### src/rtl/dap_sram_arbiter_pkg.sv
// rtl/dap_sram_arbiter_pkg.sv - shared widths, FSM and arbiter side encodings for the SRAM arbiter
package dap_sram_pkg;

    localparam int AW    = 4;
    localparam int DW    = 8;
    localparam int DEPTH = 16;

    typedef enum logic {
        ST_IDLE  = 1'b0,
        ST_CLEAR = 1'b1
    } state_t;

    typedef enum logic {
        SIDE_A = 1'b0,
        SIDE_B = 1'b1
    } side_t;

endpackage

### src/rtl/dap_sram_arbiter_if.sv
// rtl/dap_sram_arbiter_if.sv - requester A/B, read return and clear-control bundle
interface dap_sram_arbiter_if;
    import dap_sram_pkg::*;

    logic          a_req;
    logic          a_we;
    logic [AW-1:0] a_addr;
    logic [DW-1:0] a_wdata;
    logic          a_gnt;
    logic          a_rvalid;

    logic          b_req;
    logic          b_we;
    logic [AW-1:0] b_addr;
    logic [DW-1:0] b_wdata;
    logic          b_gnt;
    logic          b_rvalid;

    logic [DW-1:0] rdata;

    logic          clr_start;
    logic          clr_busy;
    logic          clr_done;

    modport master (
        output a_req, a_we, a_addr, a_wdata,
        output b_req, b_we, b_addr, b_wdata,
        output clr_start,
        input  a_gnt, a_rvalid, b_gnt, b_rvalid, rdata, clr_busy, clr_done
    );

    modport slave (
        input  a_req, a_we, a_addr, a_wdata,
        input  b_req, b_we, b_addr, b_wdata,
        input  clr_start,
        output a_gnt, a_rvalid, b_gnt, b_rvalid, rdata, clr_busy, clr_done
    );

endinterface

### src/rtl/dap_sram_arbiter_rr_arb2.sv
// rtl/dap_sram_arbiter_rr_arb2.sv - 2-way round-robin arbiter; DAP_ARB_PRIO_B_EN selects fixed B priority
module dap_rr_arb2
    import dap_sram_pkg::*;
(
    input  logic       clk,
    input  logic       reset_n,
    input  logic [1:0] i_req,
    input  logic       i_accept,
    output logic [1:0] o_gnt
);

    side_t r_ptr;
    logic  w_flip;

`ifdef DAP_ARB_PRIO_B_EN
    // B always wins; the pointer is never advanced
    assign o_gnt[1] = i_accept & i_req[1];
    assign o_gnt[0] = i_accept & i_req[0] & ~i_req[1];
    assign w_flip   = 1'b0;
`else
    // On a conflict the pointer side wins; a lone requester always wins
    assign o_gnt[0] = i_accept & i_req[0] & (~i_req[1] | (r_ptr == SIDE_A));
    assign o_gnt[1] = i_accept & i_req[1] & (~i_req[0] | (r_ptr == SIDE_B));
    assign w_flip   = i_accept & i_req[0] & i_req[1];
`endif

    // Hand the pointer to the losing side after each granted conflict
    always_ff @(posedge clk or negedge reset_n) begin
        if (!reset_n) begin
            r_ptr <= SIDE_A;
        end else if (w_flip) begin
            r_ptr <= (r_ptr == SIDE_A) ? SIDE_B : SIDE_A;
        end
    end

endmodule

### src/rtl/dap_sram_arbiter.sv
// rtl/dap_sram_arbiter.sv - single SRAM port shared by host (A) and filter (B) with zero-fill; DAP_ARB_PRIO_B_EN selects fixed B priority
module dap_sram_arbiter
    import dap_sram_pkg::*;
(
    input  logic                clk,
    input  logic                reset_n,
    dap_sram_arbiter_if.slave   bus,
    output logic                sram_csb,
    output logic                sram_oeb,
    output logic                sram_web,
    output logic [AW-1:0]       sram_addr,
    output logic [DW-1:0]       sram_din,
    input  logic [DW-1:0]       sram_dout
);

    state_t        r_state;
    logic [AW-1:0] r_cnt;
    logic          r_busy;
    logic          r_done;
    logic          r_csb;
    logic          r_oeb;
    logic          r_web;
    logic [AW-1:0] r_addr;
    logic [DW-1:0] r_din;
    logic          r_pend_a;
    logic          r_pend_b;
    logic          r_rvalid_a;
    logic          r_rvalid_b;

    logic          w_accept;
    logic [1:0]    w_gnt;
    logic          w_we;
    logic [AW-1:0] w_addr;
    logic [DW-1:0] w_wdata;

    // A clear request takes the cycle, so no grant is offered alongside it
    assign w_accept = (r_state == ST_IDLE) & ~bus.clr_start;

    dap_rr_arb2 u_arb (
        .clk      (clk),
        .reset_n  (reset_n),
        .i_req    ({bus.b_req, bus.a_req}),
        .i_accept (w_accept),
        .o_gnt    (w_gnt)
    );

    assign w_we    = w_gnt[1] ? bus.b_we    : bus.a_we;
    assign w_addr  = w_gnt[1] ? bus.b_addr  : bus.a_addr;
    assign w_wdata = w_gnt[1] ? bus.b_wdata : bus.a_wdata;

    assign bus.a_gnt    = w_gnt[0];
    assign bus.b_gnt    = w_gnt[1];
    assign bus.a_rvalid = r_rvalid_a;
    assign bus.b_rvalid = r_rvalid_b;
    assign bus.rdata    = sram_dout;
    assign bus.clr_busy = r_busy;
    assign bus.clr_done = r_done;

    assign sram_csb  = r_csb;
    assign sram_oeb  = r_oeb;
    assign sram_web  = r_web;
    assign sram_addr = r_addr;
    assign sram_din  = r_din;

    // IDLE/CLEAR sequencer with registered SRAM strobes and a two-stage read-return tag pipe
    always_ff @(posedge clk or negedge reset_n) begin
        if (!reset_n) begin
            r_state    <= ST_IDLE;
            r_cnt      <= '0;
            r_busy     <= 1'b0;
            r_done     <= 1'b0;
            r_csb      <= 1'b1;
            r_oeb      <= 1'b1;
            r_web      <= 1'b1;
            r_addr     <= '0;
            r_din      <= '0;
            r_pend_a   <= 1'b0;
            r_pend_b   <= 1'b0;
            r_rvalid_a <= 1'b0;
            r_rvalid_b <= 1'b0;
        end else begin
            r_done     <= 1'b0;
            r_csb      <= 1'b1;
            r_oeb      <= 1'b1;
            r_web      <= 1'b1;
            r_pend_a   <= 1'b0;
            r_pend_b   <= 1'b0;
            // Reads issued before a clear still drain through here
            r_rvalid_a <= r_pend_a;
            r_rvalid_b <= r_pend_b;
            case (r_state)
                ST_IDLE: begin
                    if (bus.clr_start) begin
                        r_state <= ST_CLEAR;
                        r_busy  <= 1'b1;
                        r_cnt   <= '0;
                    end else if (|w_gnt) begin
                        r_csb    <= 1'b0;
                        r_oeb    <= w_we;
                        r_web    <= ~w_we;
                        r_addr   <= w_addr;
                        r_din    <= w_wdata;
                        r_pend_a <= w_gnt[0] & ~w_we;
                        r_pend_b <= w_gnt[1] & ~w_we;
                    end
                end
                ST_CLEAR: begin
                    r_csb  <= 1'b0;
                    r_web  <= 1'b0;
                    r_addr <= r_cnt;
                    r_din  <= '0;
                    if (r_cnt == AW'(DEPTH - 1)) begin
                        r_state <= ST_IDLE;
                        r_busy  <= 1'b0;
                        r_done  <= 1'b1;
                    end else begin
                        r_cnt <= r_cnt + AW'(1);
                    end
                end
                default: r_state <= ST_IDLE;
            endcase
        end
    end

endmodule

### src/flat_wrapper.sv
// flat-port wrapper written by rule: the top's interface ports become plain ports
module dap_sram_arbiter_flat import dap_sram_pkg::*;
  (clk, reset_n, sram_csb, sram_oeb, sram_web, sram_addr, sram_din, sram_dout, bus_a_req, bus_a_we, bus_a_addr, bus_a_wdata, bus_b_req, bus_b_we, bus_b_addr, bus_b_wdata, bus_clr_start, bus_a_gnt, bus_a_rvalid, bus_b_gnt, bus_b_rvalid, bus_rdata, bus_clr_busy, bus_clr_done);
  dap_sram_arbiter_if bus_i ();
  input  logic clk;
  input  logic reset_n;
  output logic sram_csb;
  output logic sram_oeb;
  output logic sram_web;
  output logic [AW-1:0] sram_addr;
  output logic [DW-1:0] sram_din;
  input  logic [DW-1:0] sram_dout;
  input wire logic [$bits(bus_i.a_req)-1:0] bus_a_req;
  input wire logic [$bits(bus_i.a_we)-1:0] bus_a_we;
  input wire logic [$bits(bus_i.a_addr)-1:0] bus_a_addr;
  input wire logic [$bits(bus_i.a_wdata)-1:0] bus_a_wdata;
  input wire logic [$bits(bus_i.b_req)-1:0] bus_b_req;
  input wire logic [$bits(bus_i.b_we)-1:0] bus_b_we;
  input wire logic [$bits(bus_i.b_addr)-1:0] bus_b_addr;
  input wire logic [$bits(bus_i.b_wdata)-1:0] bus_b_wdata;
  input wire logic [$bits(bus_i.clr_start)-1:0] bus_clr_start;
  output wire logic [$bits(bus_i.a_gnt)-1:0] bus_a_gnt;
  output wire logic [$bits(bus_i.a_rvalid)-1:0] bus_a_rvalid;
  output wire logic [$bits(bus_i.b_gnt)-1:0] bus_b_gnt;
  output wire logic [$bits(bus_i.b_rvalid)-1:0] bus_b_rvalid;
  output wire logic [$bits(bus_i.rdata)-1:0] bus_rdata;
  output wire logic [$bits(bus_i.clr_busy)-1:0] bus_clr_busy;
  output wire logic [$bits(bus_i.clr_done)-1:0] bus_clr_done;
  assign bus_i.a_req = bus_a_req;
  assign bus_i.a_we = bus_a_we;
  assign bus_i.a_addr = bus_a_addr;
  assign bus_i.a_wdata = bus_a_wdata;
  assign bus_i.b_req = bus_b_req;
  assign bus_i.b_we = bus_b_we;
  assign bus_i.b_addr = bus_b_addr;
  assign bus_i.b_wdata = bus_b_wdata;
  assign bus_i.clr_start = bus_clr_start;
  assign bus_a_gnt = bus_i.a_gnt;
  assign bus_a_rvalid = bus_i.a_rvalid;
  assign bus_b_gnt = bus_i.b_gnt;
  assign bus_b_rvalid = bus_i.b_rvalid;
  assign bus_rdata = bus_i.rdata;
  assign bus_clr_busy = bus_i.clr_busy;
  assign bus_clr_done = bus_i.clr_done;
  dap_sram_arbiter u_core (.clk(clk), .reset_n(reset_n), .bus(bus_i), .sram_csb(sram_csb), .sram_oeb(sram_oeb), .sram_web(sram_web), .sram_addr(sram_addr), .sram_din(sram_din), .sram_dout(sram_dout));
endmodule
### config.mk
export PLATFORM = sky130hd
export DESIGN_NAME = dap_sram_arbiter_flat
export DESIGN_NICKNAME = d
export VERILOG_FILES = /design/src/rtl/dap_sram_arbiter_pkg.sv /design/src/rtl/dap_sram_arbiter_if.sv /design/src/rtl/dap_sram_arbiter_rr_arb2.sv /design/src/rtl/dap_sram_arbiter.sv /design/src/flat_wrapper.sv
export SDC_FILE = /design/constraint.sdc
export NUM_CORES = 1
export LEC_CHECK = 0
export CORE_MARGIN = 2
export CORE_UTILIZATION = 50
export DETAILED_ROUTE_END_ITERATION = 16
export DONT_BUFFER_PORTS = 1
export GPL_ROUTABILITY_DRIVEN = 1
export GPL_TIMING_DRIVEN = 0
export HOLD_SLACK_MARGIN = 0.06
export PLACE_DENSITY = 0.69
export SETUP_SLACK_MARGIN = 0.5
export SYNTH_ARGS = -nofsm -noshare
export SYNTH_HDL_FRONTEND = slang
export SYNTH_HIERARCHICAL = 1
export SYNTH_SLANG_ARGS = --single-unit
### constraint.sdc
create_clock -name clk -period 2.15 [get_ports clk]
set_input_delay 0.3225 -clock clk [delete_from_list [all_inputs] [get_ports clk]]
set_output_delay 0.3225 -clock clk [all_outputs]
set_load 0.02 [all_outputs]
After elaboration in Yosys (flattened, before gate mapping)
Index checks and enable logic that the tools add are counted.
W data, S select, Z words.
Word-level totals
  register bits after elaboration: 27
  input bits: 39
  output and inout bits: 29
Operators by class
  $add $sub $neg: 1
  equal/unequal tests: 6
  multiplexer cells: 36
  bitwise operators: 16
  reductions and logical operators: 4
Operators with widths (count)
  $mux W8: 3
  $mux W1: 21
  $mux W4: 5
  $pmux W4 S2: 2
  $pmux W8 S2: 1
  $ne A2 B2 Y1 const B: 5
  $and A1 B1 Y1: 8
  $pmux W1 S2: 4
  $not A1 Y1: 6
  $reduce_and A2 Y1: 3
  $add A4 B1 Y4 const B: 1
  $eq A4 B4 Y1 const B: 1
  $or A1 B1 Y1: 2
  $reduce_or A2 Y1: 1

Logic depth before layout (Yosys ltp)
Gate-level depths: netlist (run 1).
  depth after elaboration: 10
  gate-level depth with buffers: 9
  mapped depth without buffers: 6

By module
Netlist (run 1), hierarchy kept.
By module, submodules not included
  dap_sram_arbiter: instances 1, cells each 123, area each 1290.0 sq um, seq. area each 654.4 sq um
  dap_rr_arb2: instances 1, cells each 8, area each 60.1 sq um, seq. area each 25.0 sq um

Worst setup path after synthesis (run 1)
No wires, ideal clock.
  kind: flip-flop to flip-flop
  start: register u_core.r_state
  end: register u_core.r_addr[1], in the netlist u_core/sram_addr[1]
  library setup time: 126 ps
  data arrival time: 2044 ps
  data required time: 2024 ps
  slack: -19 ps
  stages on the path, launching flop included: 8
  cells stage by stage: dfrtp_1 > buf_2 > nor2_1 > nand2_1 > a21oi_1 > or3b_1 > a21oi_1 > o31ai_1
Between the ends
  elaborated cells on any way between the ends: 14
  classes of those cells: 2 x eq/ne; 4 x mux; 6 x bitwise; 2 x reduce/logical
RTL lines
  start, declared: RTL line dap_sram_arbiter.sv:16  | state_t r_state;
  start signal, assigned: RTL line dap_sram_arbiter.sv:68  | r_state <= ST_IDLE;
  start signal, assigned: RTL line dap_sram_arbiter.sv:94  | r_state <= ST_CLEAR;
  start signal, assigned: RTL line dap_sram_arbiter.sv:113  | r_state <= ST_IDLE;
  $not A1 Y1: RTL line dap_sram_arbiter.sv:37  | assign w_accept = (r_state == ST_IDLE) & ~bus.clr_start;
  $and A1 B1 Y1: RTL line dap_sram_arbiter.sv:37
  via u_core.w_accept: RTL line dap_sram_arbiter.sv:30  | logic w_accept;
  $and A1 B1 Y1 (2 in series): RTL line dap_sram_arbiter_rr_arb2.sv:22  | assign o_gnt[0] = i_accept & i_req[0] & (~i_req[1] | (r_ptr == SIDE_A));
  via bus_a_gnt: RTL line flat_wrapper.sv:22  | output wire logic [$bits(bus_i.a_gnt)-1:0] bus_a_gnt;
  $reduce_or A2 Y1: RTL line dap_sram_arbiter.sv:97  | end else if (|w_gnt) begin
  $ne A2 B2 Y1 (no line)
  $reduce_and A2 Y1 (no line)
  end signal, assigned: RTL line dap_sram_arbiter.sv:101  | r_addr <= w_addr;
  end signal, assigned: RTL line dap_sram_arbiter.sv:110  | r_addr <= r_cnt;
  end, declared: RTL line dap_sram_arbiter.sv:23  | logic [AW-1:0] r_addr;
The timed path passes the listed nets, and every way through them passes these cells. The select of a mux whose other input is x is not followed.
A chain may end at the register's enable or synchronous reset.

Worst setup path in the final report (run 1)
  start: register u_core.r_state
  end: register u_core.r_din[7], in the netlist u_core/sram_din[7]
Between the ends
  cells in the longest elaborated chain, start to end: 8
  elaborated cells on any way between the ends: 14
  classes of those cells: 2 x eq/ne; 4 x mux; 6 x bitwise; 2 x reduce/logical
Ends and longest elaborated chain
  $not A1 Y1 (*): RTL line dap_sram_arbiter.sv:37
  $and A1 B1 Y1 (*): RTL line dap_sram_arbiter.sv:37
  via u_core.w_accept: RTL line dap_sram_arbiter.sv:30
  $and A1 B1 Y1 (*) (2 in series): RTL line dap_sram_arbiter_rr_arb2.sv:23  | assign o_gnt[1] = i_accept & i_req[1] & (~i_req[0] | (r_ptr == SIDE_B));
  via bus_b_gnt: RTL line flat_wrapper.sv:24  | output wire logic [$bits(bus_i.b_gnt)-1:0] bus_b_gnt;
  $mux W8: RTL line dap_sram_arbiter.sv:49  | assign w_wdata = w_gnt[1] ? bus.b_wdata : bus.a_wdata;
  $mux W8: RTL line dap_sram_arbiter.sv:97
  $mux W8: RTL line dap_sram_arbiter.sv:93  | if (bus.clr_start) begin
  $pmux W8 S2: RTL line dap_sram_arbiter.sv:91  | case (r_state)
  end signal, assigned: RTL line dap_sram_arbiter.sv:102  | r_din <= w_wdata;
  end, declared: RTL line dap_sram_arbiter.sv:24  | logic [DW-1:0] r_din;
The timed path passes the listed nets; every way through them passes the cells marked *. The select of a mux whose other input is x is not followed.

==> impl_results.md, run 1 <==
* Critical path arrival at 2.03 ns
* Pin count of the biggest net entering global routing at 28
* Setup TNS at 0 ns
* CP Capture Type: flip-flop
* Final setup vio count at 0
* I/O Pins at 68
* Die height at 56.0 microns
* Crit path max-delay family: buffers and inverters
* Layout Nets at about 190
* HP Class: in2reg
* CP bufs+invs at 3
* Rel. slew slack at 60.7%
* Total gr overflow at 0
* Multi-input logic area at 657 sq um
* Pre-Repair DR Iteration Count at 4
* CTS tree: done
* Clock share of power at a little under an eighth
* Worst-Skew Late Latency at between 0.3 and 0.4 ns
* Commonest register cell after synthesis: dfrtp_1
* Crit path depth at 8
* Post-DP HPWL at 1.92 mm
* Drt drc at 0
* Commonest non-fill, non-tap cell in the layout: dfrtp_1
* Htree depth at 1
* Cell Rows at 18
* Post-DR wirelength/cell at ~17 microns
* Fill cells at 199
* Vias/cell at 5.82
* DIE AREA at 3130 sq um
* RSZ-0062 raised after global routing: true
* Total power at 1790 uW
* Max-Cap Viols at 0
* Sw Share at roughly 40%
* Clock-pin slew on the worst setup and hold paths at 0.14 ns
* Clk root buf: clkbuf_4
* Most frequent cells in the layout: dfrtp_1 (24), buf_4 (14), nand2_1 (9), nor2_1 (9), buf_6 (7)
* Max Clock Freq at between 500 and 600 MHz
* Clock skew at 0.00518 ns
* Slew Limit Fails at 0
* Crit-path cells: buf_6 > nor2_4 > nand2_2 > a21oi_4 > buf_6 > buf_6 > mux2i_2 > a211oi_2
* Core area at 2520 sq um
* Via count at 1036
* Final core utilization at 66.6%
* CP Launch Type: flip-flop
* Total of warnings raised by yosys at 6
* Comb pwr share at 39.7%
* Crit-path max FO at 10
* Outcome: completed
* Crit path top cell by count: buf_6
* Post-Synthesis Net Count at 171
* Seq cells post-synth at 27
* Initial DRC count at 42
* Post-layout minimum cycle time at 1.83 ns
* VDD IR max at 0.883 mV
* Distinct cell type count after synthesis at 34
* Pwr Density at 1060 nW/um^2
* Antenna violations before repair at 0
* Clk buf depth at 2
* Seq/Total Area, Yosys at 50.3%
* Post-synth design cell area at 1350 sq um
* R2R depth at 8
* Reg power frac at 48.4%
* Die Wd at approximately 56 microns
* Clk sinks at 27
* Final-report hold violation count at 0
* Register area at 679 sq um
* Post-Synthesis Cells at about 130
* Vias in the first global route at 1013
* WHS Path Cells at 2
* Share of post-route cells with drive strength above 1 at between 40% and 50%
* Largest register FFs at 8
* First-pass GRT wire length at between 4 and 5 mm
* Area grow syn2layout at 24.5%
* Initial Utilization at 53.5%
* ANT cells at 0
* EDFF count, synth at 0
* Internal at ~1100 uW
* DRT Wirelength at 3.05 mm
* Tightest Pin Transition at between 0.5 and 0.6 ns
* GPL Wtd Cong at 0.812
* Tot GR Track Use at 19.8%
* Number of port buffers at 0
* Post-synthesis async set-or-reset flop share at 100%
* Final ANT Viol Nets at 0
* Critical path class: reg2reg
* Static Leak at 0.000695 uW
* Tcrit/Tclk final at 85.3%
* CTS buffer count at 3
* Max incr delay on CP at 0.40 ns
* Mean post-synth cell area at 10.3 sq um
* Psw at 731 uW
* Slowest cell on crit path: dfrtp_1
* Worst path required time at ~2.4 ns
## per-layer routing
metal / GRT usage (%) / up-vias / share of wire [%]
met3: 3.26 / 2 / 6.7
li1: - / 479 / -
met4: 3.74 / 0 / 0.33
met1: 27.4 / 507 / 42
met2: 33.1 / 48 / 51
met5: 0 / - / 0
## power groups by stage
| stage | Clock (uW) | Sequential, uW | Combinational [uW] |
|---|---|---|---|
| 2_1_floorplan | 0 | 842 | 466 |
| 5_1_grt | 244 | 883 | 777 |
| 3_3_place_gp | 0 | 864 | 538 |
| 4_1_cts | 218 | 859 | 635 |
| 3_5_place_dp | 0 | 870 | 551 |
| 6_report | 214 | 865 | 710 |
## area by class of cell
cell class | instances | share of cell area (%)
Buffer | 16 | 7.97
Timing Repair Buffer | 13 | 8.27
Inverter | 2 | 0.447
Tap cell | 30 | 2.23
Sequential cell | 27 | 40.4
Clock buffer | 4 | 1.56
Multi-Input combinational cell | 86 | 39.1
## stage by stage
step | hold slack, ns | instances | area [sq um] | setup WS (ns)
final | 0.157 | 178 | 1680 | 0.316
after global routing | 0.145 | 178 | 1680 | 0.249
after CTS | 0.136 | 175 | 1580 | 0.300
after detailed placement | 0.0274 | 161 | 1430 | 0.245
after global placement | 0.0275 | 161 | 1430 | 0.279
after floorplan | 0.0269 | 131 | 1400 | 0.463
## worst paths after layout
kind | start | end | slack, ns
max | u_core/r_state | u_core/sram_din[7] | 0.32
min in group asynchronous | reset_n | u_core/sram_din[7] | 0.43
min | bus_a_req | u_core/u_arb/r_ptr | 0.16
max in group asynchronous | reset_n | u_core/sram_csb | 1.49
min reg2reg | u_core/r_pend_b | u_core/bus.b_rvalid | 0.37
max reg2reg | u_core/r_state | u_core/sram_din[7] | 0.32
## synthesized netlist by cell type, types with 2 or more instances
cell,n,area [sq um]
dfrtp_1,24,601
nor2_1,17,63.8
nand2_1,11,41.3
mux2i_1,9,90.1
a211oi_1,8,60.1
buf_4,8,60.1
a21oi_1,7,35.0
o21ai_0,6,30.0
buf_6,4,45.0
nand3_1,4,20.0
dfstp_2,3,78.8
buf_2,2,10.0
inv_1,2,7.51
mux2_2,2,22.5
nor3_1,2,10.0
o31ai_1,2,15.0
or2b_1,2,15.0
or3b_1,2,17.5
## cells by family (layout without fill, tap and decap cells)
family	Yosys count	after routing	synth area share, %
adders and majority gates	1	1	0.927
DFF	27	27	50.3
and+or+nand+nor	44	44	15.6
buffers and inverters	18	35	9.73
muxes	11	11	8.34
xor gates and xnor gates	2	2	1.30
AOI/OAI and AO/OA	28	28	13.8
## repair_timing
| item | 4_1_cts | 5_1_grt |
|---|---|---|
| hold endpoints to repair | 27 | 0 |
| hold buffers | 2 | 0 |
| resized for setup | 12 | 15 |
| pin swaps | 9 | 8 |
| gates cloned | 2 | 1 |
| buffers inserted | 6 | 2 |
| setup endpoints to repair | 18 | 19 |
(Power assumes the default switching activity.)
==> inputs of run 2 (changes only) <==
PLACE_DENSITY = not set   (was 0.69)
==> run 2 against run 1 <==
Compared with the run above: clock skew fell by 0.0031 ns; non-clock buffer count decreased by 2; critical endpoint is now u_core/sram_addr[2]; flip-flop and latch count did not move; critical path depth down 1; highest routed layer unchanged; worst setup slack better by 0.031 ns.
==> impl_results.md, run 2 (synthesis results as in run 1) <==
* Pin count of the biggest net entering global routing at 28 (unchanged)
* Reg power frac at 49.6% (+1.2 points)
* Total power at 1740 uW (-2.6%)
* RSZ-0062 raised after global routing: true
* Slew Limit Fails at 0 (unchanged)
* Commonest non-fill, non-tap cell in the layout: dfrtp_1
* Clk buf depth at 2 (unchanged)
* Crit-path cells: buf_6 > nor2_4 > nand2_2 > a21oi_4 > or3b_1 > a21oi_2 > o31ai_1
* Drt drc at 0 (unchanged)
* Htree depth at 1 (unchanged)
* Fill cells at 220 (+11%)
* Core area at 2520 sq um (unchanged)
* Post-DR wirelength/cell at 16.8 microns (-1.7%)
* Die Wd at 56.0 microns (unchanged)
* Initial DRC count at 14 (-67%)
* Max Clock Freq at 554 MHz (+1.7%)
* Total gr overflow at 0 (unchanged)
* Number of port buffers at 0 (unchanged)
* GPL Wtd Cong at 0.762 (-6.2%)
* Static Leak at 0.000670 uW (-3.7%)
* Max-Cap Viols at 0 (unchanged)
* Worst-Skew Late Latency at 0.33 ns (about the same)
* Outcome: completed
* Final-report hold violation count at 0 (unchanged)
* Setup TNS at 0 ns (unchanged)
* Initial Utilization at 53.5% (unchanged)
* Pwr Density at 1090 nW/um^2 (+2.4%)
* CP Launch Type: flip-flop
* Post-layout minimum cycle time at 1.80 ns (-0.0306 ns)
* Critical path class: reg2reg
* Vias in the first global route at 975 (-3.8%)
* Psw at 723 uW (-1.2%)
* Worst path required time at 2.38 ns (+0.03 ns)
* Clk root buf: clkbuf_4
* Final setup vio count at 0 (unchanged)
* DRT Wirelength at 2.97 mm (-2.9%)
* Clock skew at 0.00213 ns (-0.00305 ns)
* Largest register FFs at 8 (unchanged)
* Pre-Repair DR Iteration Count at 4 (unchanged)
* Comb pwr share at 36.9% (-2.8 points)
* Vias/cell at 5.67 (-2.6%)
* Crit-path max FO at 7 (-3)
* VDD IR max at 0.697 mV (-21%)
* Most frequent cells in the layout: dfrtp_1 (24), buf_4 (16), nor2_1 (15)
* I/O Pins at 68 (unchanged)
* Internal at 1020 uW (-3.5%)
* Register area at 679 sq um (unchanged)
* Area grow syn2layout at 18.4%
* Slowest cell on crit path: dfrtp_1
* Clock-pin slew on the worst setup and hold paths at 0.15 ns (about the same)
* CTS tree: done
* Share of post-route cells with drive strength above 1 at 33.6% (-7.0 points)
* Tot GR Track Use at 19.3% (-0.54 points)
* Tcrit/Tclk final at 83.9% (-1.4 points)
* Die height at 56.0 microns (unchanged)
* Rel. slew slack at 66.0% (+5.2 points)
* First-pass GRT wire length at 4.69 mm (-3.7%)
* Clk sinks at 27 (unchanged)
* CP Capture Type: flip-flop
* Final ANT Viol Nets at 0 (unchanged)
* Final core utilization at 63.4% (-3.2 points)
* Cell Rows at 18 (unchanged)
* DIE AREA at 3130 sq um (unchanged)
* Critical path arrival at 2.03 ns (about the same)
* Setup WS post-layout at 0.347 ns (+0.0306 ns)
* ANT cells at 0 (unchanged)
* Via count at 998 (-3.7%)
* Multi-input logic area at 614 sq um (-6.5%)
* CTS buffer count at 3 (unchanged)
* Post-DP HPWL at 2.06 mm (+7.2%)
* HP Class: in2reg
* Antenna violations before repair at 0 (unchanged)
* Tightest Pin Transition at 0.510 ns (-0.0786 ns)
* Max incr delay on CP at 0.41 ns (about the same)
* Clock share of power at 13.5% (+1.6 points)
* Worst slack at placement at 0.247 ns (+0.00196 ns)
* Layout Nets at 187 (-1.1%)
* Sw Share at 41.5% (+0.57 points)
-- run 2: final timing paths --
| kind | startpoint | endpoint | slack [ns] | depth (start not counted) |
|---|---|---|---|---|
| setup / recovery | u_core/r_state | u_core/sram_addr[2] | 0.35 | 7 |
| hold / removal | bus_a_req | u_core/u_arb/r_ptr | 0.14 | 2 |
| setup reg to reg | u_core/r_state | u_core/sram_addr[2] | 0.35 | 7 |
| hold reg to reg | u_core/r_pend_b | u_core/bus.b_rvalid | 0.37 | 0 |
| max in group asynchronous | reset_n | u_core/sram_csb | 1.53 | 2 |
| min in group asynchronous | reset_n | u_core/bus.a_rvalid | 0.40 | 2 |
-- run 2: layout make-up --
cell class,count,share of cell area [%]
Buffer,16,8.37
Multi-Input combinational cell,86,38.4
Tap cell,30,2.35
Clock inverter,1,0.548
Sequential cell,27,42.5
Inverter,2,0.469
Timing Repair Buffer,11,5.95
Clock buffer,3,1.41
-- run 2: what timing repair did --
action                                 in CTS  in global routing
setup endpoints to repair                  18                 18
hold buffers                                2                  0
resized for setup                           7                  5
setup buffers                               6                  1
pin swaps                                   6                  4
cloned                                      2                  0
endpoints found under the hold margin      27                  0
-- run 2: power groups by stage --
| stage | sequential (uW) | clock, uW | combinational, uW |
|---|---|---|---|
| after global placement | 866 | 0 | 540 |
| after CTS | 865 | 245 | 622 |
| final | 865 | 235 | 644 |
| after floorplan | 842 | 0 | 466 |
| after detailed placement | 874 | 0 | 552 |
| after global routing | 882 | 264 | 712 |
-- run 2: metal layers --
| metal | vias up | wire length [microns] | global-route usage [%] |
|---|---|---|---|
| met4 | 0 | 40 | 7.14 |
| li1 | 473 | - | - |
| met5 | - | 0 | 0 |
| met3 | 4 | 237 | 4.88 |
| met1 | 472 | 1220 | 24.1 |
| met2 | 49 | 1460 | 32.1 |
-- run 2: worst max-delay path, delay by kind of cell (launching register included) --
family | cells | cell delay (ns)
flip-flops | 1 | 0.41
buffers and inverters | 1 | 0.12
AND/OR/NAND/NOR | 3 | 0.63
AO/OA/AOI/OAI | 3 | 0.54
-- run 2: metrics by stage --
step | hold WS, ns | instances | area, sq um
global route | 0.138 | 176 | 1600
detailed placement | 0.0274 | 161 | 1430
global placement | 0.0274 | 161 | 1430
CTS | 0.123 | 175 | 1570
floorplan | 0.0269 | 131 | 1400
finish | 0.138 | 176 | 1600
